`config.mk`:
```
export PLATFORM = sky130hd
export DESIGN_NAME = pipelined_segment_adder
export DESIGN_NICKNAME = d
export VERILOG_FILES = /design/src/rtl/pipelined_segment_adder.sv
export SDC_FILE = /design/constraint.sdc
export NUM_CORES = 1
export LEC_CHECK = 0
export CAP_MARGIN = 20
export CORE_UTILIZATION = 29
export CTS_BUF_LIST = sky130_fd_sc_hd__clkbuf_16
export DETAILED_ROUTE_END_ITERATION = 8
export GPL_TIMING_DRIVEN = 0
export PLACE_DENSITY_LB_ADDON = 0.3
export SLEW_MARGIN = 20
export SYNTH_ARGS = -nofsm -noshare
export SYNTH_HDL_FRONTEND = slang
export SYNTH_SLANG_ARGS = --single-unit
```
`constraint.sdc`:
```
create_clock -name clk -period 4.21 [get_ports clk]
set_input_delay 0.6315 -clock clk [delete_from_list [all_inputs] [get_ports clk]]
set_output_delay 0.6315 -clock clk [all_outputs]
set_load 0.01 [all_outputs]
```
`src/rtl/pipelined_segment_adder.sv`:
```
// Pipelined two's-complement adder/subtractor. The carry chain is split into
// SEG_W-bit segments, one segment resolved per pipeline stage, so the clock
// rate depends on SEG_W rather than WIDTH. Valid/ready handshake on both sides
// with a single global stall.
`timescale 1ns/1ps
module pipelined_segment_adder #(
  parameter int WIDTH = 16,
  parameter int SEG_W = 4
) (
  input  logic             clk,
  input  logic             rst_n,
  input  logic             in_valid,
  output logic             in_ready,
  input  logic [WIDTH-1:0] a,
  input  logic [WIDTH-1:0] b,
  input  logic             cin,
  input  logic             sub,
  output logic             out_valid,
  input  logic             out_ready,
  output logic [WIDTH-1:0] sum,
  output logic             cout,
  output logic             ovf
);

  localparam int STAGES = WIDTH / SEG_W;
  localparam int LAST   = STAGES - 1;
  localparam int MSB    = WIDTH - 1;

  // Per-stage registers. Every stage carries the full operands: upper segments
  // not yet consumed and lower sum segments already finished ride along with
  // the beat, and the final stage keeps the operand MSBs for the overflow flag.
  logic [WIDTH-1:0] a_q [STAGES];
  logic [WIDTH-1:0] b_q [STAGES];
  logic [WIDTH-1:0] s_q [STAGES];
  logic             c_q [STAGES];
  logic             v_q [STAGES];

  // Stage inputs (previous stage register, or the prepared operands for stage 0)
  // and the values each stage will capture.
  logic [WIDTH-1:0] a_i [STAGES];
  logic [WIDTH-1:0] b_i [STAGES];
  logic [WIDTH-1:0] s_i [STAGES];
  logic             c_i [STAGES];
  logic             v_i [STAGES];
  logic [WIDTH-1:0] s_d [STAGES];
  logic             c_d [STAGES];

  logic [SEG_W:0]   seg;
  logic             adv;

  // Global advance: the whole pipe moves unless a finished result is blocked.
  assign out_valid = v_q[LAST];
  assign adv       = !out_valid || out_ready;
  assign in_ready  = adv;

  // Operand preparation and one segment add per stage.
  // NOTE: always_comb uses blocking '=' with every target given a value before
  // any branch or read, so no latch is inferred and temporaries read the
  // freshly computed value; clocked state below uses non-blocking '<=' only.
  always_comb begin
    seg     = '0;
    a_i[0]  = a;
    b_i[0]  = sub ? ~b : b;
    s_i[0]  = '0;
    c_i[0]  = sub ? 1'b1 : cin;
    v_i[0]  = in_valid;
    for (int k = 1; k < STAGES; k++) begin
      a_i[k] = a_q[k-1];
      b_i[k] = b_q[k-1];
      s_i[k] = s_q[k-1];
      c_i[k] = c_q[k-1];
      v_i[k] = v_q[k-1];
    end
    for (int k = 0; k < STAGES; k++) begin
      seg    = {1'b0, a_i[k][k*SEG_W +: SEG_W]}
             + {1'b0, b_i[k][k*SEG_W +: SEG_W]}
             + {{SEG_W{1'b0}}, c_i[k]};
      s_d[k] = s_i[k];
      s_d[k][k*SEG_W +: SEG_W] = seg[SEG_W-1:0];
      c_d[k] = seg[SEG_W];
    end
  end

  // Stage registers: cleared by reset, shift together on adv, hold otherwise.
  // NOTE: the data registers are reset along with the valid bits because the
  // result outputs must read zero after reset; this is a handful of flops per
  // stage, not a memory, so the reset is cheap.
  always_ff @(posedge clk) begin
    if (!rst_n) begin
      for (int k = 0; k < STAGES; k++) begin
        a_q[k] <= '0;
        b_q[k] <= '0;
        s_q[k] <= '0;
        c_q[k] <= 1'b0;
        v_q[k] <= 1'b0;
      end
    end else if (adv) begin
      for (int k = 0; k < STAGES; k++) begin
        a_q[k] <= a_i[k];
        b_q[k] <= b_i[k];
        s_q[k] <= s_d[k];
        c_q[k] <= c_d[k];
        v_q[k] <= v_i[k];
      end
    end
  end

  // Results come straight from the final stage registers, so they stay stable
  // for as long as the stage holds.
  assign sum  = s_q[LAST];
  assign cout = c_q[LAST];
  assign ovf  = (a_q[LAST][MSB] == b_q[LAST][MSB]) && (s_q[LAST][MSB] != a_q[LAST][MSB]);

endmodule

```
==> impl_results.md <==
- Synth unique cells: 27
- Longest Clk Path Bufs: 2
- Design area: 0.00558 sq mm
- Min Tclk post-route: 2.80 ns
- Total grt overflow: 0
- Clock H-tree levels: 3
- Antenna Cells: 0
- Core area: 0.0146 sq mm
- Clk_skew: 0.00697 ns
- Critical path startpoint category: input pin
- Number of global-route vias before repair: 2607
- Post-layout util: 38.2%
- Slew at the pin closest to its max-slew limit: 0.581 ns
- CTS tree: built
- Final ANT Viol Nets: 0
- Width of the die: 125 microns
- IO Pins: 58
- Mapped cell area: 0.00435 sq mm
- Cells after Synth: 308
- F_max: 358 MHz
- Setup violations, final: 0
- RD Place Congestion: 0.732
- Critical Path Slowest Stage Cell: clkdlybuf4s50_1
- Grt met1 use: 14.7%
- Dpl cell area: 0.00524 sq mm
- Total power: 2.31 mW
- Arr. time, crit path: 2.16 ns
- Port bufs: 56
- Mapped Avg Cell Area: 14.1 sq um
- Mapped Nets: 366
- Top Usage Layer GRT: met2
- Routed len/inst: 14.8 microns
- DR DRC count: 0
- Status: complete, no violations
- Final wirelength: 8440 microns
- First-pass GRT wire length: 13600 microns
- Max VDD drop: 0.000155 V
- Setup ws final: 1.41 ns
- Die Height: 125 microns
- Setup bufs post-CTS: 0
- Relative slew slack: 61.1%
- Pre-Repair DR Iteration Count: 4
- RSZ-0062 raised after global routing: false
- Share of cells above drive strength 1: 9.30%
- Post-synthesis register bit count: 98
- Worst Setup End Kind: primary output
- Hold Slack: 0.529 ns
- Register area share after synthesis: 66.9%
- Critical path data required time: 3.58 ns
- Synth warn: 0
- Root buf cell: clkbuf_16
- Final Net Count: 440
- Detailed-route via count: 2539
- Full die area: 0.0155 sq mm
- P_leak: 2.44 nW
- Worst path max stage delay: 0.56 ns
- # hold bufs at CTS: 0
- Crit-path cells: clkdlybuf4s50_1, nand2b_4, buf_6, buf_6, clkdlybuf4s50_1
- Area Overhead vs Synth: 28.1%
- Power per cell area: 415 mW/mm^2
- Initial antenna violation count: 0
- CTS resizes: 0
- Initial drt markers: 158
- Final period util: 66.4%
- DR vias/cell: 4.45
- Overall Global Routing Usage: 11.5%
- Largest net degree at the start of global routing: 17
- HP Class: reg -> reg
- GRT met2 Usage: 18.2%
- Initial core utilization: 29.8%
- Fin. Hold Viols: 0
- DPL Wire Length: 6190 microns
- Kind of critical path: in -> out
- TritonCTS Buffers: 9
- Count of final max-slew check failures: 0
- Grt met3 use: 2.92%
- Clock-pin slew on the worst setup and hold paths: 0.06 ns
- # clock sinks: 98
- Max-Cap Viols: 0
- Pre-CTS WS: 1.11 ns
- Worst skew pair latency: 0.34 ns
- Crit path max fanout: 10
- Rows: 44
==> cells in the mapped netlist <==
master,instances,area [sq um]
a21o_1,3,22.5
a21oi_1,10,50.1
a31oi_1,2,12.5
and3_1,70,438
buf_2,5,25.0
buf_4,3,22.5
buf_6,4,45.0
clkbuf_1,8,30.0
dfxtp_1,3,60.1
edfxtp_1,95,2850
fa_1,8,160
ha_1,12,150
inv_1,17,63.8
mux2i_1,1,10.0
nand2_1,2,7.51
nand2_4,1,11.3
nand2b_4,1,13.8
nand3_1,3,15.0
nand3b_1,5,37.5
nor2_1,22,82.6
nor2b_1,4,25.0
nor3_1,3,15.0
nor3b_1,2,15.0
o21ai_0,4,20.0
o21ai_1,2,10.0
xnor2_1,15,131
xor2_1,3,26.3
==> per-layer routing <==
layer | part of all wire (%) | vias to the layer above
li1 | - | 1260
met1 | 47 | 1216
met2 | 48 | 52
met3 | 3.6 | 11
met4 | 1.9 | 0
met5 | 0 | -
==> registers in the layout, summed over array words and instances, names as in the netlist <==
register  count
b_q          25
a_q          25
s_q          40
v_q           4
c_q           4
==> worst paths after layout <==
check             start    endpoint  slack (ns)  cells past startpoint
max           out_ready    in_ready        1.41                      5
min reg2reg      c_q[0]      c_q[0]        0.53                      2
min              c_q[0]      c_q[0]        0.53                      2
max reg2reg  a_q[2][12]  s_q[3][14]        2.17                      4
==> logic make-up (layout without fill, tap and decap cells) <==
group                    Yosys count  after routing  share of synthesized area [%]
AND/OR/NAND/NOR                  113            113                           15.2
flip-flops                        98             98                           66.9
buffers and inverters             37            116                           4.28
AO/OA/AOI/OAI                     21             21                           2.64
adder cells (fa/ha/maj)           20             20                           7.13
XOR/XNOR                          18             18                           3.62
multiplexers                       1              1                          0.230
==> layout make-up <==
class,instances,area [sq um]
Timing Repair Buffer,63,654
Fill cell,1383,9010
Multi-Input combinational cell,173,1250
Buffer,20,123
Sequential cell,98,2910
Clock inverter,7,115
Inverter,17,63.8
Tap cell,184,230
Clock buffer,9,225
==> where the power goes <==
part	switching (mW)	internal (mW)
Clock	0.355	0.580
Combinational	0.0982	0.117
Sequential	0.0201	1.14
==> cell usage in the layout (no fill, tap or decap), types with 2 or more instances in the layout <==
cell,netlist,routed
xnor2_1,15,15
nor2b_1,4,4
a31oi_1,2,2
ha_1,12,12
nor2_1,22,22
edfxtp_1,95,95
clkbuf_1,8,8
buf_8,0,4
fa_1,8,8
clkdlybuf4s50_1,0,56
nand3b_1,5,5
nor3_1,3,3
a21o_1,3,3
o21ai_1,2,2
inv_1,17,17
o21ai_0,4,4
clkbuf_16,0,9
buf_6,4,7
and3_1,70,70
bufinv_16,0,3
xor2_1,3,3
buf_4,3,3
nand3_1,3,3
nor3b_1,2,2
a21oi_1,10,10
dfxtp_1,3,3
nand2_1,2,2
buf_2,5,5
==> per-stage QoR <==
step,std cells,setup TNS (ns)
3_5_place_dp,555,0
2_1_floorplan,308,0
3_3_place_gp,548,-186.62
4_1_cts,571,0
5_1_grt,571,0
6_report,571,0
==> worst max-delay path, delay by kind of cell <==
family | cells | cell delay (ns)
buffers and inverters | 4 | 1.36
AND/OR/NAND/NOR | 1 | 0.17
Power figures use the tool's default switching activity.
